<file path="config.mk">
export PLATFORM = sky130hd
export DESIGN_NAME = tff_toggle_sequencer
export DESIGN_NICKNAME = d
export VERILOG_FILES = /design/src/rtl/tff_seq_pkg.sv /design/src/rtl/tff_seq_prescaler.sv /design/src/rtl/tff_toggle_sequencer.sv
export SDC_FILE = /design/constraint.sdc
export NUM_CORES = 1
export LEC_CHECK = 0
export BUFFER_PORTS_ARGS = -buffer_cell sky130_fd_sc_hd__buf_2
export CORE_MARGIN = 4
export CORE_UTILIZATION = 45
export DETAILED_ROUTE_END_ITERATION = 6
export GPL_TIMING_DRIVEN = 0
export PLACE_DENSITY_LB_ADDON = 0.15
export SETUP_SLACK_MARGIN = 0.3
export SLEW_MARGIN = 20
export SYNTH_ARGS = -nofsm -noshare
export SYNTH_HDL_FRONTEND = slang
export SYNTH_HIERARCHICAL = 1
export SYNTH_SLANG_ARGS = --single-unit
</file>
<file path="constraint.sdc">
create_clock -name clk -period 2.3 [get_ports clk]
set_clock_uncertainty 0.2 [all_clocks]
set_input_delay 0.115 -clock clk [delete_from_list [all_inputs] [get_ports clk]]
set_output_delay 0.115 -clock clk [all_outputs]
set_load 0.02 [all_outputs]
</file>
<file path="src/rtl/tff_seq_pkg.sv">
// Shared types and defaults for the toggle flip-flop burst sequencer.
// The state enum fixes the encoding used by the top-level FSM register.
package tff_seq_pkg;

    localparam int DIV_W_DEF = 8;
    localparam int LEN_W_DEF = 8;

    typedef enum logic [1:0] {
        ST_IDLE = 2'd0,
        ST_RUN  = 2'd1,
        ST_DONE = 2'd2
    } tff_seq_state_e;

    // q expected after a burst: every pulse flips it, so only the length's LSB matters
    function automatic logic final_q_exp(input logic q0, input logic len_lsb);
        return q0 ^ len_lsb;
    endfunction

endpackage

</file>
<file path="src/rtl/tff_seq_prescaler.sv">
// Spacing counter for the toggle burst: counts 0..div and flags the terminal count.
// Clear wins over enable so a new burst always starts from zero.
module tff_seq_prescaler
    import tff_seq_pkg::*;
#(
    parameter int DIV_W = DIV_W_DEF
) (
    input  logic             clk,
    input  logic             rstn,
    input  logic             clr,
    input  logic             en,
    input  logic [DIV_W-1:0] div,
    output logic             tc
);

    logic [DIV_W-1:0] cnt;

    assign tc = (cnt == div);

    always_ff @(posedge clk) begin
        if (!rstn) begin
            cnt <= '0;
        end else if (clr) begin
            cnt <= '0;
        end else if (en) begin
            cnt <= tc ? '0 : cnt + 1'b1;
        end
    end

endmodule

</file>
<file path="src/rtl/tff_toggle_sequencer.sv">
// Burst generator for the downstream toggle flop: issues burst_len t pulses spaced
// div+1 cycles apart and checks the flop's final q against the expected parity.
module tff_toggle_sequencer
    import tff_seq_pkg::*;
#(
    parameter int DIV_W = DIV_W_DEF,
    parameter int LEN_W = LEN_W_DEF
) (
    input  logic             clk,
    input  logic             rstn,
    input  logic             start,
    input  logic             abort,
    input  logic [DIV_W-1:0] div,
    input  logic [LEN_W-1:0] burst_len,
    input  logic             q_fb,
    output logic             t,
    output logic             busy,
    output logic             done,
    output logic [LEN_W-1:0] pulse_cnt,
    output logic             parity_err
);

    localparam logic [1:0] IDLE = 2'(ST_IDLE);
    localparam logic [1:0] RUN  = 2'(ST_RUN);
    localparam logic [1:0] DONE = 2'(ST_DONE);

    logic [1:0]       state;
    logic [DIV_W-1:0] div_q;
    logic [LEN_W-1:0] len_q;
    logic             q_start;
    logic             accept;
    logic             all_issued;
    logic             tc;

    assign accept     = (state == IDLE) && start;
    assign all_issued = (pulse_cnt == len_q);
    assign busy       = (state == RUN);
    assign done       = (state == DONE);

    tff_seq_prescaler #(
        .DIV_W(DIV_W)
    ) u_prescaler (
        .clk  (clk),
        .rstn (rstn),
        .clr  (accept),
        .en   (busy),
        .div  (div_q),
        .tc   (tc)
    );

    always_ff @(posedge clk) begin
        if (!rstn) begin
            state      <= IDLE;
            t          <= 1'b0;
            pulse_cnt  <= '0;
            parity_err <= 1'b0;
            div_q      <= '0;
            len_q      <= '0;
            q_start    <= 1'b0;
        end else begin
            case (state)
                IDLE: begin
                    t <= 1'b0;
                    if (start) begin
                        div_q      <= div;
                        len_q      <= burst_len;
                        q_start    <= q_fb;
                        pulse_cnt  <= '0;
                        parity_err <= 1'b0;
                        state      <= (burst_len == '0) ? DONE : RUN;
                    end
                end
                RUN: begin
                    // abort outranks a pulse due now; the last pulse's cycle ends the burst
                    if (abort) begin
                        t     <= 1'b0;
                        state <= IDLE;
                    end else if (all_issued) begin
                        t     <= 1'b0;
                        state <= DONE;
                    end else if (tc) begin
                        t         <= 1'b1;
                        pulse_cnt <= pulse_cnt + 1'b1;
                    end else begin
                        t <= 1'b0;
                    end
                end
                DONE: begin
                    t     <= 1'b0;
                    state <= IDLE;
                    if (q_fb != final_q_exp(q_start, len_q[0])) begin
                        parity_err <= 1'b1;
                    end
                end
                default: begin
                    t     <= 1'b0;
                    state <= IDLE;
                end
            endcase
        end
    end

endmodule
</file>
Word-level counts from Yosys, hierarchy flattened. Index checks and enable logic that the tools add are counted.

Eq/ne operators: 11. Add/sub/neg operators: 2. Reduce and logical (&&, ||, !) cells: 11. Bitwise gates (word level): 3. Multiplexer cells: 15.

Operators by type and width (number): two-way mux 8 bit (5); adder 8 x 1 -> 8 bit (second input constant) (2); equality test 8 bit (2); one-hot mux 8 bit (2 select lines) (1); zero test 8 bit (1); two-way mux 2 bit (4); inequality test 2 bit (second input constant) (3); AND reduction 5 bit (1); inequality test 2 x 1 -> 1 bit (second input constant) (2); one-hot mux 2 bit (2 select lines) (1); AND reduction 2 bit (2); nonzero test 2 bit (2); OR reduction 4 bit (1); two-way mux 1 bit (3); inequality test 3 x 2 -> 1 bit (second input constant) (1); AND reduction 3 bit (1); equality test 2 x 1 -> 1 bit (second input constant) (1); equality test 2 bit (second input constant) (1); zero test 2 bit (1); inverter 1 bit (2); one-hot mux 1 bit (2 select lines) (1); OR reduction 2 bit (1); logical AND 1 bit (1); inequality test 1 bit (1); bitwise XOR 1 bit (1).

Logic and storage cells: 50. Register bits after elaboration: 37. Output and inout port bits: 12. Input bits: 21.

Longest topological paths before layout. Gate-level depths: netlist of run 1.

Depth after elaboration: 5. Depth in mapped cells: 8. Depth with buffers taken out: 7.

Hierarchy. The synthesis of run 1 kept the hierarchy.

Modules (own cells, without submodules): tff_toggle_sequencer (cells an instance 173, area each 1448.9 um^2, times used 1, seq. area each 580.6 um^2); tff_seq_prescaler (cells an instance 51, area each 479.2 um^2, times used 1, seq. area each 160.2 um^2).

Worst setup path before layout of run 1. OpenSTA, ideal clock, no wires.

Kind: register to register. Start: register u_prescaler.cnt[1]. End: register pulse_cnt[5]. Arrival: 1.680 ns. Required time: 2.040 ns. Clock period less this slack: 1.939 ns. Setup time: 0.060 ns. Buffers on the path: 0. Stages on the path, launching flop included: 8. Path slack: 0.361 ns. Path through: dfxtp_1 > xnor2_1 > nand4_2 > nor2_2 > and4bb_2 > nand2_1 > a2111oi_0 > a31o_1.

Cells in the longest elaborated chain, start to end: 3.

RTL lines: start, declared (line tff_seq_prescaler.sv:16) `logic [DIV_W-1:0] cnt;`; start signal, assigned (line tff_seq_prescaler.sv:26) `cnt <= tc ? '0 : cnt + 1'b1;`; equality test 8 bit (line tff_seq_prescaler.sv:18) `assign tc = (cnt == div);`; net tc (line tff_toggle_sequencer.sv:33) `logic tc;`; inequality test 2 x 1 -> 1 bit (no source line); AND reduction 5 bit (no source line); end signal, assigned (line tff_toggle_sequencer.sv:83) `pulse_cnt <= pulse_cnt + 1'b1;`; end, declared (line tff_toggle_sequencer.sv:19) `output logic [LEN_W-1:0] pulse_cnt,`.

The timed path passes the listed nets, and every way through them passes these cells. A chain may end at the register's enable or synchronous reset.

Worst setup path after layout of run 1.
Start: register u_prescaler.cnt[3]. End: register pulse_cnt[5].

Same word-level chain as after synthesis.

==> impl_metrics.toml, run 1 <==
[setup_path]
worst-path-max-fanout = 4
path_class = "flop to flop"
cp_cell_sequence = "xnor2_2 > nand4_2 > nor2_4 > and4bb_2 > nand2_4 > a2111oi_4 > a31o_1"
critPathSlowestCell = "dfxtp_2"
cp-start-kind = "flop"
required_ns = 2.34
cp.arrival_ns = 2.00
end_kind = "flop"
cpPeakStageDelay_ns = 0.35

[drt]
vias = 1771
via_per_inst = 5.27
remaining_drc_errors = 0
drt-total-wl_um = 4760
initialDrtViolationCount = 128
ant_nets = 0
wl_per_cell_um = 14.2
firstDrtPassIters = 4

[synthesis]
ys_seq_area_share_pct = 38.4
synth.largest_area_cell = "dfxtp_1"
synthDistinctLibCells = 51
syn_avg_cell_area_um2 = 8.61
netlist_instances = 224
ys_ff_latch = 37
syn_area_mm2 = 0.00193
synth_area_leaders = "dfxtp_1 (38%), xnor2_1 (9.5%), nand2_1 (9.3%)"
yosys_warnings = 6
yosysTopAreaCellShare_pct = 38.4
syn-num-nets = 247

[grt]
grt_usage_pct = 18.4
antenna_found_initial = 0
grt_pass1_wl_um = 7650
grt_pass1_vias = 1591
grt_max_degree = 11
gr-total-overflow = 0

[die]
dieArea_mm2 = 0.00540
core_area_mm2 = 0.00406
fp.dieH_um = 73.5
start_util_pct = 47.5
die_x_um = 73.5
io_pins = 33
num_rows = 23

[timing]
max_slew_margin_pct = 70.9
hold_violations = 0
tightest_slew_ns = 0.437
finalCriticalPeriod_ns = 1.96
finalSetupViolCount = 0
max_freq_mhz = 510
setup_tns_ns = 0
rsz0062_at_grt = "true"
post-route-period-util_pct = 85.3
final_max_slew_viol_count = 0

[cts]
tritoncts = "yes"
clk_pin_slew_worst_paths_ns = 0.07
cts_made_buffers = 5
clock_sinks = 37
worstSkewPairLatency_ns = 0.29
h-tree-depth = 2
clock_path_buffers = 2
cts_root_buf = "clkbuf_8"

[power]
power_frac_seq_pct = 47.9
leakagePower_nw = 0.961
switching_share_pct = 27.6
peakVddDrop_mv = 0.306
p_comb_share_pct = 19.9
powerDensity_mw_per_mm2 = 557
p_int_mw = 1.04
pwr-share-clk_pct = 32.2
p_sw_uw = 395

[placement]
place.port_buffers = 32
dp.cells = 306
gp_congestion = 0.783
place_hpwl_um = 3200

[final_layout]
diodes = 0
fill_cells = 357
final_common_cell = "nand2_1"
instances_no_fill = 336
mostFrequentLayoutCells = "nand2_1 (47), buf_2 (32), dfxtp_1 (28), a21boi_0 (18), dlygate4sd3_1 (18)"
syn_to_final_growth_pct = 33.2
final_util_pct = 63.3
drive_gt1_share_pct = 28.3
layout.nets = 309

[run_status]
run_status = "completed"

[run]
maxCapViolCount = 0

[worst_hold_path]
hp-class = "primary input to flop"
## metal layers
layer	share of wire, %	wire (um)	track usage (%)	vias up
li1	-	-	-	913
met1	48	2300	25.9	799
met2	44	2100	26.2	47
met3	5.2	246	5.20	12
met4	2.4	114	7.85	0
met5	0	0	0	-
## stage by stage
stage	power (mW)	hold slack (ns)	area, um2	setup WS (ns)
2_1_floorplan	0.851	0.0599	1930	0.361
3_3_place_gp	0.914	0.166	2150	0.140
3_5_place_dp	0.917	0.173	2150	0.144
4_1_cts	1.41	0.00974	2460	0.307
5_1_grt	1.50	0.0282	2570	0.241
6_report	1.43	0.0384	2570	0.339
## cell usage after synthesis, drive strengths merged
cell type	number
mux2i	2
or3	1
nor2b	3
and4	2
a22oi	1
o41ai	1
o22ai	1
and3b	1
o21a	1
nor3b	1
and2	1
a31oi	2
nor3	9
a31o	2
clkbuf	7
nand4	8
a21oi	6
o2111ai	2
dfxtp	37
nand3	5
and4bb	1
nor4	2
o21ai	7
nand2	48
o221a	1
inv	5
o31ai	1
ha	2
a2111oi	2
buf	3
nand3b	2
xnor2	21
a21boi	18
xor2	3
and3	2
nor2	7
nand2b	2
o211ai	2
a211o	2
## power by group through the flow
stage               clock [mW]  combinational (mW)  sequential, mW
CTS                      0.471               0.256           0.683
detailed placement           0               0.218           0.698
floorplan                    0               0.156           0.694
global placement             0               0.216           0.698
finish                   0.460               0.285           0.685
global route             0.504               0.312           0.688
## path summary, 6_finish.rpt
check,startpoint,end,slack (ns),cells past startpoint
min,abort,state[1],0.04,3
max reg2reg,u_prescaler/cnt[3],pulse_cnt[5],0.34,7
min reg2reg,len_q[2],len_q[2],0.28,2
max,u_prescaler/cnt[3],pulse_cnt[5],0.34,7
## registers in the layout, summed over array words and instances, names as in the netlist
register	cells
parity_err	1
div_q	8
state	2
q_start	1
pulse_cnt	8
len_q	8
u_prescaler/cnt	8
t	1
## critical path: cells and delay by family, from the launching register on
| family | cells | cell delay [ns] |
|---|---|---|
| XOR/XNOR | 1 | 0.17 |
| AND/OR/NAND/NOR | 4 | 0.72 |
| AO/OA/AOI/OAI | 2 | 0.47 |
| flip-flops | 1 | 0.35 |
## cell families (layout without fill, tap and decap cells)
family | after synthesis | in the layout | synth area share [%]
buffers and inverters | 15 | 77 | 4.28
multiplexers | 2 | 2 | 1.04
XOR/XNOR | 24 | 24 | 10.9
adder cells (fa/ha/maj) | 2 | 2 | 1.30
AO/OA/AOI/OAI | 49 | 49 | 18.0
flip-flops | 37 | 37 | 38.4
AND/OR/NAND/NOR | 95 | 95 | 26.1
## what timing repair did
item | 4_1_cts | 5_1_grt
pin swaps | 2 | 5
setup endpoints to repair | 5 | 14
buffers inserted | 3 | 2
hold buffers | 18 | 0
hold endpoints to repair | 20 | 0
gates resized for setup | 11 | 22
## layout make-up
cell class,count,area (um2),share of cell area [%]
buffer,10,70.1,2.73
clock buffer,7,86.3,3.36
multi-input combinational,172,1190,46.4
sequential,37,757,29.5
inverter,5,21.3,0.828
tap,50,62.6,2.44
timing repair buffer,55,378,14.7
Power figures use the tool's default switching activity.
==> run 2, diff against run 1 <==
==> constraint.sdc (replaced) <==
create_clock -name clk -period 2.07 [get_ports clk]
set_clock_uncertainty 0.2 [all_clocks]
set_input_delay 0.1035 -clock clk [delete_from_list [all_inputs] [get_ports clk]]
set_output_delay 0.1035 -clock clk [all_outputs]
set_load 0.02 [all_outputs]
==> run 2 against run 1 <==
  * Combinational power increased by 25%
  * First-iteration DRC count decreased by 13%
  * Critical path type unchanged
  * Highest routed layer unchanged
  * Final cell count increased by 2.4%
  * Largest cell class unchanged
==> impl_metrics.toml, run 2 (synthesis gave the netlist of run 1 again) <==
[setup_path]
ff2ff_setup_slack_ns = 0.29
end_kind = "flop"
path_class = "flop to flop"
rr_startpoint = "div_q[5]"
cp.arrival_ns = 1.79
rr_endpoint = "pulse_cnt[7]"
required_ns = 2.08
cp-start-kind = "flop"
reg2reg_depth = 7
worst-path-max-fanout = 4

[run]
maxCapViolCount = 0

[die]
num_rows = 23
core_area_mm2 = 0.00406
dieArea_mm2 = 0.00540
io_pins = 33
start_util_pct = 47.5
fp.dieH_um = 73.5
die_x_um = 73.5

[worst_hold_path]
hp-class = "primary input to flop"
hold-path-cell-count = 4
min_from = "start"
holdPathEnd = "state[1]"

[placement]
place.port_buffers = 32
gp_congestion = 0.785
place_hpwl_um = 3210

[power]
p_sw_uw = 449
p_int_mw = 1.17
pwr-share-clk_pct = 31.4
peakVddDrop_mv = 0.469
p_total_mw = 1.62
switching_share_pct = 27.7
power_frac_seq_pct = 46.7
leakagePower_nw = 1.02
p_comb_share_pct = 21.9
powerDensity_mw_per_mm2 = 588

[timing]
finalCriticalPeriod_ns = 1.78
setup_tns_ns = 0
hold_violations = 0
final_max_slew_viol_count = 0
max_slew_margin_pct = 71.2
max_freq_mhz = 561
finalSetupViolCount = 0
rsz0062_at_grt = "true"
post-route-period-util_pct = 86.1
tightest_slew_ns = 0.433

[cts]
h-tree-depth = 2
worstSkewPairLatency_ns = 0.28
clock_sinks = 37
clock_path_buffers = 2
tritoncts = "yes"
cts_root_buf = "clkbuf_8"
clk_pin_slew_worst_paths_ns = 0.08
cts_made_buffers = 5

[final_layout]
syn_to_final_growth_pct = 43.0
final_common_cell = "nand2_1"
final_util_pct = 67.9
diodes = 0
layout.nets = 317
drive_gt1_share_pct = 37.8
mostFrequentLayoutCells = "nand2_1 (45), buf_2 (32), dlygate4sd3_1 (19), a21boi_0 (18), dfxtp_1 (16)"

[drt]
remaining_drc_errors = 0
firstDrtPassIters = 4
drt-total-wl_um = 4770
ant_nets = 0
via_per_inst = 5.21
initialDrtViolationCount = 111
vias = 1792
wl_per_cell_um = 13.9

[grt]
grt_pass1_wl_um = 8020
antenna_found_initial = 0
gr-total-overflow = 0
grt_usage_pct = 18.9
grt_max_degree = 11
grt_pass1_vias = 1730

[run_status]
run_status = "completed"
-- run 2: changes by cell type in the layout (fill, tap and decap cells not counted), moves of 3 or more --
cell,change
a21oi_1,-3
a21oi_2,+3
buf_4,+3
buf_6,+4
dfxtp_1,-12
dfxtp_2,+6
dfxtp_4,+6
o21ai_0,-7
o21ai_1,+4
o21ai_2,+3
-- run 2: how the worst max path moves through the flow --
stage | start | to | depth (start not counted)
2_1_floorplan | u_prescaler/cnt[0] | pulse_cnt[5] | 7
3_3_place_gp | u_prescaler/cnt[5] | pulse_cnt[6] | 7
3_5_place_dp | u_prescaler/cnt[5] | pulse_cnt[5] | 7
4_1_cts | div_q[1] | pulse_cnt[4] | 8
5_1_grt | u_prescaler/cnt[2] | pulse_cnt[4] | 7
6_report | div_q[5] | pulse_cnt[7] | 7
-- run 2: layout make-up --
class                      count  area, um2
buffer                        10       81.3
clock buffer                   7       86.3
fill                         320       1300
inverter                       5       21.3
multi-input combinational    172       1270
sequential                    37        787
tap                           50       62.6
timing repair buffer          63        452
-- run 2: timing repair --
item | in CTS | in global routing
endpoints found under the setup margin | 10 | 17
pin swaps | 12 | 10
setup buffers | 7 | 5
resized for setup | 41 | 16
hold buffers | 19 | 0
hold endpoints to repair | 20 | 0
-- run 2: power by group through the flow --
stage	Sequential, mW	Combinational [mW]	Clock [mW]
floorplan	0.774	0.182	0
global placement	0.778	0.248	0
detailed placement	0.778	0.251	0
CTS	0.758	0.326	0.517
global route	0.760	0.388	0.543
finish	0.756	0.355	0.508
-- run 2: critical path: stages, from the launching register on --
cell,delay (ns)
dfxtp_2,0.33
xnor2_2,0.16
nand4_2,0.15
nor2_4,0.15
and4bb_4,0.31
and2_4,0.18
o211ai_1,0.10
o21ai_1,0.12
-- run 2: per-layer routing --
metal / vias to the layer above / wire, um / share of wire, % / GRT usage (%)
li1: 931 / - / - / -
met1: 818 / 2370 / 50 / 25.9
met2: 39 / 2150 / 45 / 29.8
met3: 4 / 203 / 4.3 / 4.24
met4: 0 / 48 / 1.0 / 5.23
met5: - / 0 / 0 / 0
-- run 2: through the flow --
stage | area (um2) | hold WS, ns | instances | setup slack [ns]
6_report | 2760 | 0.0470 | 344 | 0.288
5_1_grt | 2760 | 0.103 | 344 | 0.198
4_1_cts | 2680 | 0.0398 | 339 | 0.284
3_5_place_dp | 2210 | 0.165 | 306 | 0.0748
3_3_place_gp | 2210 | 0.153 | 306 | 0.0974
2_1_floorplan | 1990 | 0.0409 | 224 | 0.263
==> run 3, diff against run 2 <==
==> constraint.sdc (replaced) <==
create_clock -name clk -period 1.5 [get_ports clk]
set_clock_uncertainty 0.2 [all_clocks]
set_input_delay 0.075 -clock clk [delete_from_list [all_inputs] [get_ports clk]]
set_output_delay 0.075 -clock clk [all_outputs]
set_load 0.02 [all_outputs]
==> run 3 against run 2 <==
  * Critical path type unchanged
  * The flow now finishes with violations (negative hold slack, negative setup slack)
  * First-iteration DRC count is 90% higher
  * Register-to-register slack worse by 0.65 ns
  * Die area stayed put
  * Via count is 13% higher
  * Fmax is 4.4% lower
  * Sequential share of layout area is 3.7 points lower
  * Setup slack worse by 0.65 ns
  * Non-clock buffer count is 19 higher
  * Worst hold slack worse by 0.065 ns
  * Global-route usage is 2.7 points higher
  * Final area is 17% higher
  * Utilization is 12 points higher
==> impl_metrics.toml, run 3 (synthesis gave the netlist of run 1 again) <==
[run_status]
run_status = "finished with violations"
violations = "negative hold slack, negative setup slack"

[final_layout]
postLayoutCellArea_mm2 = 0.00322
seq_area_um2 = 801
syn_to_final_growth_pct = 67.2
multiInputGateArea_mm2 = 0.00144
mostFrequentLayoutCells = "buf_2 (30), nand2_1 (25), buf_6 (21), nand2_2 (18), dlygate4sd3_1 (18)"
layout.nets = 336
final_util_pct = 79.5
diodes = 0
final_common_cell = "buf_2"
fill_cells = 234
drive_gt1_share_pct = 55.1

[power]
switching_share_pct = 28.5
powerDensity_mw_per_mm2 = 831
peakVddDrop_mv = 0.657
leakagePower_nw = 1.24
p_int_mw = 1.92
power_frac_seq_pct = 39.4
p_comb_share_pct = 26.1
p_sw_uw = 763
pwr-share-clk_pct = 34.5
p_total_mw = 2.68

[setup_path]
worst-path-max-fanout = 5
cp.arrival_ns = 1.85
critPathBufInv = 1
path_class = "flop to flop"
cpPeakStageDelay_ns = 0.35
critPathTopFamily = "simple AND/OR/NAND/NOR gates"
cp-start-kind = "flop"
critPathSlowestCell = "dfxtp_2"
end_kind = "flop"
cp_cell_sequence = "xnor2_2 > nand4_2 > nor2_4 > and4bb_4 > buf_6 > o21ai_2 > a21oi_1 > o21ai_1"
required_ns = 1.48

[cts]
h-tree-depth = 2
postCtsHoldBufs = 18
worstSkewPairLatency_ns = 0.30
cts_made_buffers = 5
clock_sinks = 37
tritoncts = "yes"
clk_pin_slew_worst_paths_ns = 0.08
clock_path_buffers = 2
cts_root_buf = "clkbuf_8"

[timing]
final_max_slew_viol_count = 0
max_slew_margin_pct = 72.6
setup_tns_ns = -5.25
max_freq_mhz = 536
post-route-period-util_pct = 124
finalSetupViolCount = 23
tightest_slew_ns = 0.407
setup_slack_ns = -0.365
rsz0062_at_grt = "true"
hold_violations = 1
finalCriticalPeriod_ns = 1.86
holdWs_ns = -0.0183

[grt]
grt_pass1_wl_um = 9110
antenna_found_initial = 0
gr-total-overflow = 0
grt_pass1_vias = 1958
grt_usage_pct = 21.6
grt_max_degree = 12

[worst_hold_path]
hp-class = "primary input to flop"

[placement]
gp_congestion = 0.844
placed_cell_area_mm2 = 0.00227
place_hpwl_um = 3260
place.port_buffers = 32

[drt]
wl_per_cell_um = 17.8
remaining_drc_errors = 0
ant_nets = 0
drt-total-wl_um = 6500
via_per_inst = 5.58
vias = 2032
initialDrtViolationCount = 211
firstDrtPassIters = 7

[die]
io_pins = 33
dieArea_mm2 = 0.00540
fp.dieH_um = 73.5
core_area_mm2 = 0.00406
num_rows = 23
die_x_um = 73.5
start_util_pct = 47.5

[run]
maxCapViolCount = 0
## run 3: cell types whose count changed in the layout (fill, tap and decap cells not counted), moves of 3 or more
cell      delta
o21ai_0      +3
buf_8        +3
dfxtp_1      -5
nand2_4      +4
nand2_2     +16
dfxtp_4      +3
buf_4        +5
nand2_1     -20
xnor2_1      -3
buf_6       +16
a21boi_2     +6
a21boi_1    +12
a21boi_0    -18
## run 3: per-stage QoR
stage / cells / hold WS (ns) / setup slack (ns)
floorplan: 224 / 0.00231 / -0.306
global placement: 306 / 0.114 / -0.473
detailed placement: 306 / 0.121 / -0.512
CTS: 353 / -0.0410 / -0.285
global route: 364 / -0.00341 / -0.454
finish: 364 / -0.0183 / -0.365
## run 3: final timing paths
path | slack, ns | to | cells past startpoint | startpoint
setup / recovery | -0.36 | pulse_cnt[2] | 8 | div_q[4]
hold / removal | -0.02 | state[1] | 3 | abort
setup reg to reg | -0.36 | pulse_cnt[2] | 8 | div_q[4]
hold reg to reg | 0.28 | len_q[7] | 2 | len_q[7]
## run 3: timing repair
action,4_1_cts,5_1_grt
gates resized for setup,73,52
endpoints found under the setup margin,45,41
hold endpoints to repair,22,1
cloned,2,1
pin swaps,28,39
buffers inserted,19,10
## run 3: layer usage
layer  part of all wire (%)  global-route usage, %  wire (um)  vias to the layer above
met1                     42                   28.3       2730                      964
met2                     50                   35.3       3280                       80
met5                      0                      0          0                        -
met3                    5.4                   4.10        352                       16
met4                    2.0                   7.44        130                        0
li1                       -                      -          -                      972
## run 3: power by group through the flow
stage,combinational (mW),sequential (mW),clock (mW)
after floorplan,0.274,1.07,0
after global placement,0.367,1.07,0
after detailed placement,0.367,1.08,0
after CTS,0.571,1.05,0.917
after global routing,0.743,1.06,0.976
final,0.700,1.05,0.924
## run 3: cell type report
class	instances	share of cell area (%)
plain buffers	10	3.69
clock buffers	7	2.68
clock inverters	1	0.931
inverters	5	0.815
multi-input cells	172	44.6
flip-flops and latches	37	24.8
well taps	50	1.94
repair buffers	82	20.5
## run 3: worst reg2reg max path, stage by stage (launching register included)
cell and delay [ns]:
dfxtp_2 0.35, xnor2_2 0.17, nand4_2 0.17, nor2_4 0.15, and4bb_4 0.30, buf_6 0.12
o21ai_2 0.05, a21oi_1 0.13, o21ai_1 0.09
